File: config.mk
export PLATFORM = sky130hd
export DESIGN_NAME = gate_tester
export DESIGN_NICKNAME = d
export VERILOG_FILES = /design/src/rtl/gate_tester_pkg.sv /design/src/rtl/gate_tester.sv
export SDC_FILE = /design/constraint.sdc
export NUM_CORES = 1
export LEC_CHECK = 0
export ABC_AREA = 1
export CAP_MARGIN = 30
export CORE_UTILIZATION = 35
export DETAILED_ROUTE_END_ITERATION = 10
export HOLD_SLACK_MARGIN = 0.06
export PLACE_DENSITY_LB_ADDON = 0.08
export SLEW_MARGIN = 10
export SYNTH_ARGS = -nofsm -noshare
export SYNTH_HDL_FRONTEND = slang
export SYNTH_SLANG_ARGS = --single-unit
File: constraint.sdc
create_clock -name clk -period 3 [get_ports clk]
set_input_delay 0.45 -clock clk [delete_from_list [all_inputs] [get_ports clk]]
set_output_delay 0.45 -clock clk [all_outputs]
set_load 0.01 [all_outputs]
File: src/rtl/gate_tester_pkg.sv
// Shared definitions for the 2-input gate self-test engine.
package gate_tester_pkg;

  typedef enum logic [1:0] {
    ST_IDLE  = 2'd0,
    ST_DRIVE = 2'd1,
    ST_DONE  = 2'd2
  } state_e;

  localparam int NUM_VECTORS = 4;

  // Expected truth tables, bit i = gate output for {a,b} == i.
  localparam logic [3:0] NAND_TT = 4'b0111;
  localparam logic [3:0] AND_TT  = 4'b1000;
  localparam logic [3:0] OR_TT   = 4'b1110;
  localparam logic [3:0] NOR_TT  = 4'b0001;
  localparam logic [3:0] XOR_TT  = 4'b0110;
  localparam logic [3:0] XNOR_TT = 4'b1001;

endpackage

File: src/rtl/gate_tester.sv
// Sweeps the four input combinations of a 2-input gate, holds each for
// SETTLE_CYCLES cycles, samples the gate output on the last settle edge and
// accumulates a per-vector mismatch mask plus an overall pass flag.
module gate_tester
  import gate_tester_pkg::*;
#(
  parameter int unsigned SETTLE_CYCLES = 2,
  parameter logic [3:0]  EXPECT        = NAND_TT
) (
  input  logic       clk,
  input  logic       rst,
  input  logic       start,
  output logic       dut_a,
  output logic       dut_b,
  input  logic       dut_out,
  output logic       busy,
  output logic       done,
  output logic       pass,
  output logic [3:0] mismatch,
  output logic [1:0] vec_idx
);

  // Settle counter value on the edge that ends a vector's hold window.
  localparam logic [7:0] CNT_LAST = 8'(SETTLE_CYCLES - 1);
  localparam logic [1:0] IDX_LAST = 2'(NUM_VECTORS - 1);

  state_e     state_q, state_d;
  logic [7:0] cnt_q,   cnt_d;
  logic [1:0] idx_q,   idx_d;
  logic       busy_q,  busy_d;
  logic       done_q,  done_d;
  logic       pass_q,  pass_d;
  logic [3:0] mm_q,    mm_d;

  // Next-state logic: idx doubles as the driven vector and returns to 0
  // whenever vectors are not being applied, so the gate inputs idle low.
  always_comb begin
    state_d = state_q;
    cnt_d   = cnt_q;
    idx_d   = idx_q;
    busy_d  = busy_q;
    done_d  = 1'b0;
    pass_d  = pass_q;
    mm_d    = mm_q;
    case (state_q)
      ST_IDLE: begin
        if (start) begin
          state_d = ST_DRIVE;
          cnt_d   = 8'd0;
          idx_d   = 2'd0;
          busy_d  = 1'b1;
          pass_d  = 1'b0;
          mm_d    = 4'b0000;
        end
      end
      ST_DRIVE: begin
        cnt_d = cnt_q + 8'd1;
        if (cnt_q == CNT_LAST) begin
          // Sample point: the gate has had SETTLE_CYCLES cycles to respond.
          cnt_d       = 8'd0;
          mm_d[idx_q] = mm_q[idx_q] | (dut_out != EXPECT[idx_q]);
          if (idx_q == IDX_LAST) begin
            state_d = ST_DONE;
            idx_d   = 2'd0;
            busy_d  = 1'b0;
            done_d  = 1'b1;
            pass_d  = (mm_d == 4'b0000);
          end else begin
            idx_d = idx_q + 2'd1;
          end
        end
      end
      ST_DONE: begin
        state_d = ST_IDLE;
      end
      default: begin
        state_d = ST_IDLE;
      end
    endcase
  end

  // State and result registers; reset discards any partial run.
  always_ff @(posedge clk) begin
    if (rst) begin
      state_q <= ST_IDLE;
      cnt_q   <= 8'd0;
      idx_q   <= 2'd0;
      busy_q  <= 1'b0;
      done_q  <= 1'b0;
      pass_q  <= 1'b0;
      mm_q    <= 4'b0000;
    end else begin
      state_q <= state_d;
      cnt_q   <= cnt_d;
      idx_q   <= idx_d;
      busy_q  <= busy_d;
      done_q  <= done_d;
      pass_q  <= pass_d;
      mm_q    <= mm_d;
    end
  end

  assign dut_a    = idx_q[1];
  assign dut_b    = idx_q[0];
  assign vec_idx  = idx_q;
  assign busy     = busy_q;
  assign done     = done_q;
  assign pass     = pass_q;
  assign mismatch = mm_q;

endmodule

After elaboration in Yosys (flattened, before gate mapping):

Cells that the tools add are included.

* input bits: 4
* word-level logic and storage cells: 60
* output and inout port bits: 11
* register bits: 19

* eq/ne operators: 7
* magnitude comparators: 2
* muxes and demuxes: 30
* reductions and logical operators: 9
* bitwise gates (word level): 3
* add/sub/neg operators: 2

Operator list (count)
* $mux 8: 2
* $pmux 8 s2: 1
* $mux 2: 6
* $mux 1: 10
* $add 8x1->8 const B: 1
* $eq 8x1->1 const B: 1
* $mux 4: 2
* $pmux 2 s2: 2
* $pmux 4 s2: 1
* $ne 2x2->1 const B: 3
* $reduce_and 3->1: 2
* $bmux 1 s2: 2
* $bwmux 4: 1
* $logic_not 4->1: 1
* $pmux 1 s2: 2
* $reduce_and 4->1: 1
* $lt 2x3->1 const B: 1
* $reduce_or 3->1: 1
* $add 2x1->2 const B: 1
* $demux 1 s2: 1
* $eq 2x1->1 const B: 1
* $eq 2x2->1 const B: 1
* $ge 2x1->1 const B: 1
* $logic_not 2->1: 1
* other kinds (6): 7

Logic depth before layout (Yosys ltp):

Gate-level depths: netlist of run 1.

* word-level depth: 9
* gate-level depth with buffers: 11
* depth with buffers taken out: 11

Worst setup path after synthesis of run 1:

Ideal clock, no wire load.

* kind: reg-to-reg
* from: register idx_q[0], in the netlist vec_idx[0]
* to: register pass_q, in the netlist pass
* cell stages (with the launch flop): 10
* period minus slack after synthesis: 1443 ps
* required time: 2936 ps
* slack: 1557 ps
* buffers on the path: 1
* arrival: 1379 ps
* library setup time: 64 ps
* cell sequence: dfxtp_1 > ha_1 > buf_4 > xor2_2 > nand3_1 > o21ai_1 > nand2_1 > nor2_1 > nor2_1 > nor2_1

* word-level cells in the longest chain between the ends: 9
* elaborated cells between the ends (all ways): 19
* classes of those cells: 2 x order compare; 3 x eq/ne; 10 x mux; 1 x bitwise; 3 x reduce/logical

Ends and longest elaborated chain
* start, declared: line gate_tester.sv:29 `logic [1:0] idx_q, idx_d;`
* start signal, assigned: line gate_tester.sv:95 `idx_q <= idx_d;`
* $lt 2x3->1 (implied by the code), or another cell as far along: line gate_tester.sv:61 `mm_d[idx_q] = mm_q[idx_q] | (dut_out != EXPECT[idx_q]);`
* $logic_and 1x1->1 (implied by the code) or $mux 1 (tied branches): line gate_tester.sv:61
* $mux 1 (implied by the code) or $ne 1x1->1 (tied branches): line gate_tester.sv:61
* $demux 1 s2 or $or 1x1->1 (tied branches): line gate_tester.sv:61
* $bwmux 4: line gate_tester.sv:61
* $logic_not 4->1: line gate_tester.sv:67 `pass_d = (mm_d == 4'b0000);`
* $mux 1: line gate_tester.sv:62 `if (idx_q == IDX_LAST) begin`
* $mux 1: line gate_tester.sv:58 `if (cnt_q == CNT_LAST) begin`
* $pmux 1 s2: line gate_tester.sv:45 `case (state_q)`
* end signal, assigned: line gate_tester.sv:98 `pass_q <= pass_d;`
* end, declared: line gate_tester.sv:32 `logic pass_q, pass_d;`

Parallel ways exist; a longest one is shown, timed or not. The select of a mux whose other input is x is not followed.
A chain may end at the register's enable or synchronous reset.

Worst setup path in the final report of run 1:

* from: register idx_q[0], in the netlist vec_idx[0]
* to: output dut_b

RTL lines
* end, declared: line gate_tester.sv:14 `output logic dut_b,`

No word-level cell between the ends.

==> results of run 1 <==
[cell usage in the layout, fill, tap and decap left out]
cell type        instances
nor3_1                   2
ha_1                     6
nor3b_2                  2
o22ai_1                  1
a21oi_1                  7
nand4_1                  3
nor2_1                  14
o21ai_1                  4
xor2_2                   1
o211ai_1                 1
inv_4                    1
nand2_4                  3
xnor2_1                  1
o21ai_0                  5
clkbuf_4                 3
nand3_1                 13
nand2_2                  1
inv_2                    4
a21oi_2                  2
nand3_4                  1
or2_0                    2
nor4_1                   1
clkbuf_1                 1
inv_1                   12
nor2_4                   1
nand2_1                 22
a211oi_1                 1
or2_2                    2
dfxtp_1                 19
nor2_2                   2
clkdlybuf4s50_1         14
[power breakdown]
part           switching, mW  total (mW)  internal (mW)  leakage, nW
logic                 0.0657       0.110         0.0439        0.310
registers             0.0100       0.271          0.261        0.154
clock network         0.0774       0.129         0.0519       0.0150
total                  0.153       0.510          0.357        0.479
[final cells by class]
class	count	area (µm²)
clock buffer	4	26.28
fill	296	1568
inverter	17	66.31
multi-input combinational	98	585.6
sequential	19	380.4
tap	31	38.79
timing repair buffer	14	140.1
[per-layer routing]
layer	up-vias	global-route usage (%)	routed length [µm]
met3	4	4.082	91
met5	-	0	0
met4	0	6.272	34
met2	15	24.54	951
met1	389	17.23	968
li1	482	-	-
[final timing paths]
check,start,to,slack (ns),depth (start not counted)
worst max register to register,vec_idx[0],pass,1.30,8
worst max-delay path,vec_idx[0],dut_b,1.19,1
worst min register to register,busy,busy,0.47,2
worst min-delay path,busy,busy,0.47,2
[sequential cells by signal (all words and copies together), names as in the netlist]
signal / count
cnt_q: 8
mismatch: 4
state_q: 2
vec_idx: 2
busy: 1
done: 1
pass: 1
[logic make-up after synthesis]
| logic type | synth area share (%) |
|---|---|
| AO/OA/AOI/OAI | 11.22 |
| XOR/XNOR | 2.362 |
| adder cells (fa/ha/maj) | 7.084 |
| buffers and inverters | 8.854 |
| flip-flops | 35.89 |
| AND/OR/NAND/NOR | 34.59 |
[synth_stat cells (2+ instances only)]
| cell type | n | share of area (%) |
|---|---|---|
| a21oi_1 | 7 | 3.3 |
| a21oi_2 | 2 | 1.7 |
| buf_4 | 3 | 2.1 |
| dfxtp_1 | 19 | 36 |
| ha_1 | 6 | 7.1 |
| inv_1 | 12 | 4.2 |
| inv_2 | 4 | 1.4 |
| nand2_1 | 22 | 7.8 |
| nand2_4 | 3 | 3.2 |
| nand3_1 | 13 | 6.1 |
| nand4_1 | 3 | 1.8 |
| nor2_1 | 14 | 5.0 |
| nor2_2 | 2 | 1.2 |
| nor3_1 | 2 | 0.94 |
| nor3b_2 | 2 | 2.4 |
| o21ai_0 | 5 | 2.4 |
| o21ai_1 | 4 | 1.9 |
| or2_0 | 2 | 1.2 |
| or2_2 | 2 | 1.2 |
[stage by stage]
step                cells  worst slack [ns]  area [µm²]  hold WS [ns]  utilization [%]
global placement      179             1.202        1211        0.4591            43.18
finish                183             1.189        1237        0.4731            44.11
global route          183             1.105        1237        0.5236            44.11
floorplan             138             1.557        1060        0.4843                -
detailed placement    179             1.167        1211        0.4623            43.18
CTS                   183             1.162        1237        0.4779            44.11
==> metrics, run 1 <==
Syn. warnings=0; Avg Cell Area, Syn=7.679 µm²; Pleak=roughly 0.48 nW; clock slew at reported path FFs=0.10 ns; final slew viol count=0; sequential fraction of the synthesis area=35.89%; antenna violations before repair=0; RSZ-0062 raised after global routing=no; Setup Fix Bufs, Post-CTS=0; Distinct cells, synth=30; Worst Path Buf+Inv=1; Final Critical Period=roughly 1.8 ns; fraction of layout cells with a size suffix above 1=~15%; setup violators final=0; post-route total power=0.5099 mW; Port Buffers=14; RePlAce Congestion=0.7927; Worst-Margin Slew=between 0.3 and 0.4 ns; worst path cell trace=clkdlybuf4s50_1; min-delay worst type=reg -> reg; Critical Path Max Stage Delay=approximately 0.6 ns; CTS H-Tree Depth=1; Achievable Freq=552.2 MHz; Vias per Instance=4.863; initial DRC count=25; clk_lat worst skew=0.30 ns; status=complete, but fails checks; # clock sinks=19; first-pass GRT wire length=3608 µm; CTS buffer count=3; number of global-route vias before repair=a little over 800; Die Y=between 50 and 60 µm; Setup TNS Final=0 ns; violated checks=DRC; Pre-antenna DRT Iters=7; fin crit share=60.36%; CORE AREA=2805 µm²; Worst Path Arrival=approximately 1.4 ns; area added between synthesis and finish=16.77%; #FFs+latches synth=19; Residual DRC=2; Vias=890; Clock Root Buffer=clkbuf_4; worst-path fanout max=7; die area=~3300 µm²; I/O pin count=15; Total GRT Usage=14.52%; CTS tree=done; Clock Skew=roughly 0.0049 ns; fin nets=roughly 160; routed length per instance=around 11 µm; Routed WL=2045 µm; kind of critical path=reg -> out; Critical Path Source Type=flip-flop; diode count=0; Resize count post-CTS=0; CP Capture Type=output pin; Synth Cell Area=between 1000 and 1500 µm²; GRT Residual Overflow=0; Top FF cell, synth=dfxtp_1; worst vdd ir=~220 µV; # Max-Cap Violations=0; Final ANT Viol Nets=0; number of synthesized flops with an enable pin=0; Clock Tree Buf Depth=2; synthesized instance count=138; Synth async-reset ratio=0%; Rows=19; Slowest cell on crit path=clkdlybuf4s50_1; Critical Path RT=2.55 ns; syn_nets=148; Rel. slew slack=76.97%; Initial Util=37.78%; Die Wd=57.03 µm; Hold Vio Cnt, Final=0; pwr dens=412.0 nW/µm²; delay-heaviest family, CP=buffers and inverters; Post-CTS Hold Fix Bufs=0; HPWL after DPL=approximately 1600 µm; largest net degree at the start of global routing=11
Power figures use the tool's default switching activity.
==> inputs of run 2 (changes only) <==
- clock period: 3 -> 1.8 ns (I/O delays scaled with it)
==> run 2 against run 1 <==
Effect of this change:
- the run still ends with DRC left
- sequential share of layout area is 0.55 points lower
- non-clock buffer count is 3 higher
- hold slack better by 0.0032 ns
- total power is 68% higher
- global-route usage is 0.12 points higher
- die area stayed put
- critical path type unchanged
- largest power group unchanged
==> metrics, run 2 (same netlist as run 1, synthesis figures left out) <==
status=complete, but fails checks; violated checks=DRC; worst path cell trace=clkdlybuf4s50_1; Die Y=57.03 µm (unchanged); # clock sinks=19 (unchanged); Pre-antenna DRT Iters=7 (unchanged); worst r2r dst=pass; die area=3252 µm² (unchanged); fraction of layout cells with a size suffix above 1=16.77% (+1.6 points); fin crit share=90.55%; Critical Path Source Type=flip-flop; Hold Vio Cnt, Final=0 (unchanged); clk_lat worst skew=0.30 ns (about the same); routed length per instance=10.93 µm (-2.2%); commonest non-fill, non-tap cells in the layout=nand2_1, dfxtp_1, nor2_1, clkdlybuf4s50_1, nand3_1; Residual DRC=2 (unchanged); reg2reg start=vec_idx[0]; # Max-Cap Violations=0 (unchanged); P_int=0.5972 mW (+67%); GRT Residual Overflow=0 (unchanged); CORE AREA=2805 µm² (unchanged); Setup TNS Final=0 ns (unchanged); Pleak=0.4942 nW (+3.1%); Comb pwr share=21.7% (+0.2 points); post-route total power=0.8542 mW (+68%); Worst-Margin Slew=0.2496 ns (-0.09581 ns); number of global-route vias before repair=883 (+6.8%); RSZ-0062 raised after global routing=no; Slowest cell on crit path=clkdlybuf4s50_1; post-layout util=44.92% (+0.80 points); CTS H-Tree Depth=1 (unchanged); Final Cell Area=1260 µm² (+1.8%); Post-CTS Hold Fix Bufs=0 (unchanged); Vias=908 (+2.0%); worst vdd ir=343.8 µV (+58%); Final ANT Viol Nets=0 (unchanged); Worst Path Buf+Inv=1 (unchanged); Port Buffers=14 (unchanged); reg2reg path depth=8 (unchanged); Clock Tree Buf Depth=2 (unchanged); Rows=19 (unchanged); Initial Util=37.78% (unchanged); largest net degree at the start of global routing=11 (unchanged); Levels on crit path=1 (unchanged); final slew viol count=0 (unchanged); RePlAce Congestion=0.8008 (+1.0%); Die Wd=57.03 µm (unchanged); delay-heaviest family, CP=buffers and inverters; Clock Root Buffer=clkbuf_4; P_sw=0.2569 mW (+68%); placed inst area=1234 µm² (+1.9%); Critical Path RT=1.53 ns (-1.02 ns); Vias per Instance=4.882 (+0.38%); CP Capture Type=output pin; Seq pwr share=52.9% (-0.3 points); first-pass GRT wire length=3732 µm (+3.4%); Resize count post-CTS=0 (unchanged); most common cell after layout, fill and taps aside=nand2_1; Achievable Freq=613.6 MHz; antenna violations before repair=0 (unchanged); HPWL after DPL=1614 µm (-0.39%); Critical Path End=vec_idx[0]; worst-path fanout max=7 (unchanged); clock slew at reported path FFs=0.11 ns (about the same); max reg flops=8 (unchanged); Critical Path Source=vec_idx[0]; initial DRC count=46 (+84%); CTS buffer count=3 (unchanged); setup violators final=0 (unchanged); min-delay worst type=reg -> reg; Total GRT Usage=14.64% (+0.12 points); I/O pin count=15 (unchanged); area added between synthesis and finish=18.89%; CTS tree=done; fin nets=166 (+1.8%); diode count=0 (unchanged); pwr dens=678.0 nW/µm² (+65%); Final Critical Period=1.630 ns; kind of critical path=reg -> out; Clock Skew=0.008883 ns (+0.004003 ns); Setup Fix Bufs, Post-CTS=0 (unchanged); Clk pwr share=25.4% (about the same); Routed WL=2033 µm (-0.59%); Top reg by flops=cnt_q; setup slack, reg-to-reg=0.29 ns (-1.01 ns); Sw Ratio=30.08% (+0.057 points); Worst Path Arrival=1.36 ns (about the same); Rel. slew slack=83.20% (+6.2 points); Critical Path Max Stage Delay=0.59 ns (about the same)
run 2: cell count changes in the layout (fill, tap and decap cells not counted):
cell   delta
buf_4     +3
run 2: layout make-up:
type | instances | area, µm²
fillers | 302 | 1545
multi-input cells | 98 | 585.6
flip-flops and latches | 19 | 380.4
repair buffers | 17 | 162.7
inverters | 17 | 66.31
well taps | 31 | 38.79
clock buffers | 4 | 26.28
run 2: metal layers:
metal	part of all wire [%]	vias up	track usage (%)
met4	1.3	0	6.620
li1	-	488	-
met3	3.0	4	2.721
met5	0	-	0
met2	47	13	24.37
met1	48	403	18.42
run 2: worst min-delay path by stage:
stage / startpoint / endpoint / slack (ns) / depth (start not counted)
after floorplan: start / busy / 0.46 / 2
after global placement: busy / busy / 0.46 / 2
after detailed placement: busy / busy / 0.47 / 2
after CTS: busy / busy / 0.48 / 2
after global routing: busy / busy / 0.51 / 2
final: busy / busy / 0.48 / 2
run 2: power by group through the flow:
stage          logic, mW  clock network (mW)  registers, mW
2_1_floorplan      0.131                   0          0.462
3_3_place_gp       0.186                   0          0.461
3_5_place_dp       0.187                   0          0.462
4_1_cts            0.188               0.226          0.452
5_1_grt            0.212               0.236          0.454
6_report           0.185               0.217          0.451
run 2: metrics by stage:
stage	worst slack [ns]	hold WS [ns]	std cells
final	0.1702	0.4762	186
after global routing	0.1161	0.5086	186
after CTS	0.1603	0.4803	186
after detailed placement	0.1723	0.4676	182
after global placement	0.2156	0.4625	182
after floorplan	0.3570	0.4566	138
